## src/rtl/result_stream_reader.sv

```systemverilog
// Drains the result memory in ascending address order onto a valid/ready stream.
// Reads are credit-limited so a 2-entry buffer absorbs the 1-cycle read latency.
module result_stream_reader #(
    parameter int DATA_WIDTH = 16,
    parameter int ADDR_WIDTH = 12,
    parameter int NUM_WORDS  = 4096
) (
    input  logic                  clk,
    input  logic                  rst_n,
    input  logic                  start,
    output logic                  en_out,
    output logic [ADDR_WIDTH-1:0] addr_out,
    input  logic [DATA_WIDTH-1:0] dout_out,
    output logic                  m_valid,
    input  logic                  m_ready,
    output logic [DATA_WIDTH-1:0] m_data,
    output logic                  m_last,
    output logic                  busy,
    output logic                  done
);

    typedef enum logic [1:0] {IDLE, RUN, FINISH} state_t;

    localparam logic [ADDR_WIDTH:0] WORDS_C = (ADDR_WIDTH+1)'(NUM_WORDS);
    localparam logic [ADDR_WIDTH:0] LAST_C  = (ADDR_WIDTH+1)'(NUM_WORDS - 1);
    localparam logic [ADDR_WIDTH:0] ONE_C   = (ADDR_WIDTH+1)'(1);

    state_t                state_q, state_d;
    logic [ADDR_WIDTH:0]   issue_cnt_q, issue_cnt_d;
    logic [ADDR_WIDTH:0]   acc_cnt_q, acc_cnt_d;
    logic                  pend_q, pend_d;
    logic [DATA_WIDTH-1:0] fifo_q [2];
    logic [DATA_WIDTH-1:0] fifo_d [2];
    logic                  wr_ptr_q, wr_ptr_d;
    logic                  rd_ptr_q, rd_ptr_d;
    logic [1:0]            count_q, count_d;

    logic       push;
    logic       pop;
    logic       issue;
    logic [2:0] used;

    always_comb begin
        state_d     = state_q;
        issue_cnt_d = issue_cnt_q;
        acc_cnt_d   = acc_cnt_q;
        fifo_d      = fifo_q;
        wr_ptr_d    = wr_ptr_q;
        rd_ptr_d    = rd_ptr_q;

        m_valid = (count_q != 2'd0);
        m_data  = m_valid ? fifo_q[rd_ptr_q] : '0;
        m_last  = m_valid && (acc_cnt_q == LAST_C);
        pop     = m_valid && m_ready;
        push    = pend_q;

        // A pop this cycle frees its slot for a read issued this same cycle.
        used  = 3'(count_q) + 3'(pend_q) - 3'(pop);
        issue = (state_q == RUN) && (issue_cnt_q < WORDS_C) && (used < 3'd2);

        en_out   = issue;
        addr_out = issue_cnt_q[ADDR_WIDTH-1:0];
        pend_d   = issue;
        if (issue) begin
            issue_cnt_d = issue_cnt_q + ONE_C;
        end

        if (push) begin
            fifo_d[wr_ptr_q] = dout_out;
            wr_ptr_d         = ~wr_ptr_q;
        end
        if (pop) begin
            rd_ptr_d  = ~rd_ptr_q;
            acc_cnt_d = acc_cnt_q + ONE_C;
        end
        count_d = count_q + 2'(push) - 2'(pop);

        case (state_q)
            IDLE: begin
                if (start) begin
                    state_d     = RUN;
                    issue_cnt_d = '0;
                    acc_cnt_d   = '0;
                end
            end
            RUN: begin
                if (pop && m_last) begin
                    state_d = FINISH;
                end
            end
            FINISH:  state_d = IDLE;
            default: state_d = IDLE;
        endcase

        busy = (state_q != IDLE);
        done = (state_q == FINISH);
    end

    always_ff @(posedge clk or negedge rst_n) begin
        if (!rst_n) begin
            state_q     <= IDLE;
            issue_cnt_q <= '0;
            acc_cnt_q   <= '0;
            pend_q      <= 1'b0;
            fifo_q[0]   <= '0;
            fifo_q[1]   <= '0;
            wr_ptr_q    <= 1'b0;
            rd_ptr_q    <= 1'b0;
            count_q     <= 2'd0;
        end else begin
            state_q     <= state_d;
            issue_cnt_q <= issue_cnt_d;
            acc_cnt_q   <= acc_cnt_d;
            pend_q      <= pend_d;
            fifo_q      <= fifo_d;
            wr_ptr_q    <= wr_ptr_d;
            rd_ptr_q    <= rd_ptr_d;
            count_q     <= count_d;
        end
    end

endmodule
```

## config.mk

```make
export PLATFORM = sky130hd
export DESIGN_NAME = result_stream_reader
export DESIGN_NICKNAME = d
export VERILOG_FILES = /design/src/rtl/result_stream_reader.sv
export SDC_FILE = /design/constraint.sdc
export NUM_CORES = 1
export LEC_CHECK = 0
export ABC_AREA = 1
export CAP_MARGIN = 20
export CORE_ASPECT_RATIO = 0.6
export CORE_MARGIN = 2
export CORE_UTILIZATION = 47
export CTS_BUF_LIST = sky130_fd_sc_hd__clkbuf_16
export CTS_CLUSTER_DIAMETER = 80
export DETAILED_ROUTE_END_ITERATION = 10
export GPL_ROUTABILITY_DRIVEN = 0
export PLACE_DENSITY = 0.73
export SLEW_MARGIN = 40
export SYNTH_ARGS = -nofsm -noshare
export SYNTH_HDL_FRONTEND = slang
export SYNTH_SLANG_ARGS = --single-unit
```

## constraint.sdc

```tcl
create_clock -name clk -period 4.65 [get_ports clk]
set_input_delay 0.6975 -clock clk [delete_from_list [all_inputs] [get_ports clk]]
set_output_delay 0.6975 -clock clk [all_outputs]
set_load 0.01 [all_outputs]
```

After elaboration in Yosys (flattened, before gate mapping)
Cells that the tools add are included.
{"block": "totals", "register_bits": 65, "out_inout_bits": 33, "wordCells": 55, "inputBits": 20}
{"block": "op_classes", "order_cmp": 5, "mux": 16, "bitwise": 4, "reduce_logical": 10, "addsub": 6, "n_eq_ne": 5}
{"operator": "$mux 16", "count": 5}
{"operator": "$mux 13", "count": 6}
{"operator": "$bwmux 32", "count": 1}
{"operator": "$add 13x1->13 const B", "count": 2}
{"operator": "$demux 16 s1", "count": 1}
{"operator": "$eq 13x12->1 const B", "count": 1}
{"operator": "$lt 13x13->1 const B", "count": 1}
{"operator": "$logic_and 1x1->1", "count": 6}
{"operator": "$ge 2x2->1 const B", "count": 2}
{"operator": "$mux 2", "count": 2}
{"operator": "$not 1->2", "count": 2}
{"operator": "$pmux 2 s2", "count": 1}
{"operator": "$reduce_bool 2->1", "count": 2}
{"operator": "$add 2x1->3", "count": 1}
{"operator": "$lt 3x2->1 const B", "count": 1}
{"operator": "$sub 3x1->3", "count": 1}
{"operator": "$add 2x1->2", "count": 1}
{"operator": "$eq 2x1->1 const B", "count": 1}
{"operator": "$eq 2x2->1 const B", "count": 1}
{"operator": "$logic_not 2->1", "count": 1}
{"operator": "$lt 2x1->1 const B", "count": 1}
{"operator": "$ne 2x1->1 const B", "count": 1}
{"operator": "$ne 2x2->1 const B", "count": 1}
{"operator": "$not 1->1", "count": 2}
{"operator": "2 further kinds", "count": 2}

Depth between registers and ports, before layout
{"block": "logic_depth", "word_depth": 8, "ltp_mapped": 16, "depth_no_buf": 16}

Worst setup path before layout
Ideal clock, no wire load.
{"block": "synth_timing", "path_kind": "input -> output", "startpoint": "input m_ready", "endpoint": "output en_out", "n_path_buf": 0, "slack_ns": 1.810, "t_required_ns": 3.953, "arrival_time_ns": 2.143, "path_stages": 11, "cell_sequence": "inv_1 > nor2_8 > nand2_1 > o21ai_0 > ha_1 > inv_1 > fa_1 > inv_1 > nor2_1 > nand2_1 > nor2_8"}
{"block": "synth_between", "elab_chain_cells": 4}
{"element": "from (decl)", "line_no": "15", "text": "input logic m_ready,"}
{"element": "$logic_and 1x1->1", "line_no": "54", "text": "pop = m_valid && m_ready;"}
{"element": "$sub 3x1->3", "line_no": "58", "text": "used = 3'(count_q) + 3'(pend_q) - 3'(pop);"}
{"element": "$lt 3x2->1", "line_no": "59", "text": "issue = (state_q == RUN) && (issue_cnt_q < WORDS_C) && (used < 3'd2);"}
{"element": "$logic_and 1x1->1", "line_no": "59"}
{"element": "to (decl)", "line_no": "11", "text": "output logic en_out,"}
No other way between the ends.

Worst setup path in the final report
Same ends and word-level chain as after synthesis.

==> metrics.md <==
| Metric | Value |
|---|---|
| Yosys top cell by area | dfrtp_1 |
| Die X | roughly 110 µm |
| Synth warn | 0 |
| Synthesized Nets | ~440 |
| HPWL Detailed | a little under 5 mm |
| Pre-Repair DR Iteration Count | 4 |
| CP most frequent cell | inv_1 |
| Crit Reg-Reg Startpoint | count_q[1]$_DFF_PN0_ |
| Clock Pin Slew Worst Setup and Hold Paths | ~0.06 ns |
| Synth Flop Type | dfrtp_1 |
| Most frequent cells after synthesis | 115 x nand2_1, 65 x dfrtp_1, 56 x inv_1 |
| GRT overflow | 0 |
| CTS buffer count | 9 |
| Final core occ | between 60% and 70% |
| Highest clock rate | roughly 0.24 GHz |
| # fillers | 580 |
| Core ar. | 0.00673 mm² |
| Row count | 23 |
| Critical Path Source | m_ready |
| Diode count | 0 |
| Mapped cell area | about 0.0033 mm² |
| Worst slew pin tran | around 0.71 ns |
| Clock latency on the worst-skew pair | roughly 0.33 ns |
| Reg2reg path depth | 14 |
| WP data arrival | ~3.5 ns |
| Synth Instances | 420 |
| Clock sink count | between 60 and 70 |
| Final wirelength | 7.17 mm |
| Vias in the first global route | approximately 2700 |
| Worst reg2reg endpoint | issue_cnt_q[2]$_DFF_PN0_ |
| Layout area overhead | 24.5% |
| Power per Cell Area | roughly 650 mW/mm² |
| Crit path time final | around 4.2 ns |
| Routed via count | 2719 |
| Status | finished, final reports clean |
| Max_cap viols | 0 |
| Post-route ant nets | 0 |
| Setup ws final | 0.475 ns |
| Async SR Flop Fraction | between 90% and 100% |
| Wire length per cell | ~13 µm |
| Postcts setup bufs | 0 |
| CP required | between 3 and 4 ns |
| CP delay by family, top | buffers and inverters |
| Initial antenna violation count | 0 |
| Cell with the most instances after synthesis | nand2_1 |
| Post_cts resized | 0 |
| Largest net degree at the start of global routing | between 40 and 50 |
| Layout cells sized above 1 | 8.41% |
| # port buffers | 52 |
| Clock Path Buffers | 2 |
| Hold Path Class | in -> async |
| Final Cycle Share | between 80% and 90% |
| Max Slew Vio Count | 0 |
| Startpoint types | input port |
| CP cell instances | clkdlybuf4s50_1, inv_1, nor2_8, nand2_1, o21ai_0, ha_1, inv_1, fa_1, inv_1, nor2_1, nand2_1, nor2_8, clkdlybuf4s50_1 |
| Clk root buf | clkbuf_16 |
| DR iter-0 viols | between 150 and 200 |
| Fin nets | ~480 |
| CP Max Fanout | 9 |
| CP Capture Type | primary output |
| CTS tree | built |
| Final setup viols | 0 |
| Unrepaired setup endpoints after global routing | no |
| Vias per Instance | 4.93 |
| First-pass GRT wire length | 12.6 mm |
| Top post-synthesis cells by area | dfrtp_1 49%, nand2_1 13%, inv_1 6.3% |
| Synthesized flop and latch total | between 60 and 70 |
| Hold_buf cts | 0 |
| GRT Util Overall | between 20 and 25% |
| Buf/Inv on CP | 5 |
| Peak VDD IR | 0.326 mV |
| Max_slew headroom | 52.6% |
| Leakage | ~2 nW |
| Die Ht | ~69 µm |
| Setup Slack @ Placement | approximately 0.5 ns |
| Fin Setup TNS | 0 ns |
| Die Footprint | ~0.0078 mm² |
| Post-synth EDFFs | 0 |
| Synth top area share | 49.1% |
| IO Pins | 53 |
| Yosys cell types | 29 |
| CP max-delay cell | clkdlybuf4s50_1 |
| Mean Syn Cell Area | 7.89 µm² |
| Reg-to-reg setup timing slack | between 1.5 and 2 ns |
| H-tree depth | 3 |
| Starting Density | between 40 and 50% |
| CP peak stage delay | about 0.57 ns |
| Register area share after synthesis | approximately half |
| WS Path Type | in -> out |
| DRC viols | 0 |
| Final Hold Fails | 0 |
| Clk_skew | around 0.0063 ns |
[cells by family after synthesis]
logic type,after synthesis,synth area share (%)
and+or+nand+nor,186,25.2
buffers and inverters,84,11.1
AOI/OAI and AO/OA,78,12.1
DFF,65,49.1
adders and majority gates,4,1.74
xor gates and xnor gates,3,0.793
[power breakdown]
group	internal (mW)	switching, mW	total, mW
Combinational	0.464	0.577	1.04
Sequential	0.777	0.171	0.948
Clock	0.469	0.244	0.713
Total	1.71	0.992	2.70
[layout make-up]
cell class              count  area (µm²)  share of cell area (%)
repair buffers             53         526                    12.7
inverters                  59         224                    5.43
clock buffers               9         225                    5.46
flip-flops and latches     65        1630                    39.4
multi-input cells         271        1320                    32.0
clock inverters             7        93.8                    2.27
well taps                  87         109                    2.64
[how the worst max path moves through the flow]
stage                  end  cells past startpoint
CTS                 en_out                     13
finish              en_out                     13
global placement    en_out                     13
detailed placement  en_out                     13
floorplan           en_out                     11
global route        en_out                     13
[flip-flops by register name, summed over array words and instances, names as in the netlist]
register and count:
pend_q 1, wr_ptr_q 1, rd_ptr_q 1, issue_cnt_q 13, state_q 2, acc_cnt_q 13
fifo_q 32, count_q 2
[cells in the final DEF, fill, tap and decap left out, types with 4 or more instances in the layout]
| master | n |
|---|---|
| nor2_2 | 4 |
| nor2_1 | 33 |
| inv_1 | 56 |
| o21ai_1 | 6 |
| clkbuf_16 | 9 |
| dfrtp_1 | 65 |
| nand3_1 | 16 |
| o21ai_0 | 41 |
| nand2_1 | 114 |
| nand2_2 | 6 |
| a21oi_1 | 28 |
| clkdlybuf4s50_1 | 51 |
[through the flow]
stage | instance area (µm²) | hold WS, ns | total power, mW | instances
floorplan | 3310 | 0.402 | 1.58 | 420
global placement | 3800 | 0.466 | 1.95 | 535
detailed placement | 3810 | 0.474 | 1.99 | 535
CTS | 4130 | 0.389 | 2.72 | 551
global route | 4130 | 0.411 | 2.91 | 551
finish | 4130 | 0.363 | 2.70 | 551
[per-layer routing]
layer  wire [µm]  track usage [%]
met4          97             6.50
met3         343             5.36
met1        3290             27.0
met2        3430             32.9
met5           0                0
No activity file was read; power rests on OpenSTA's default activity.
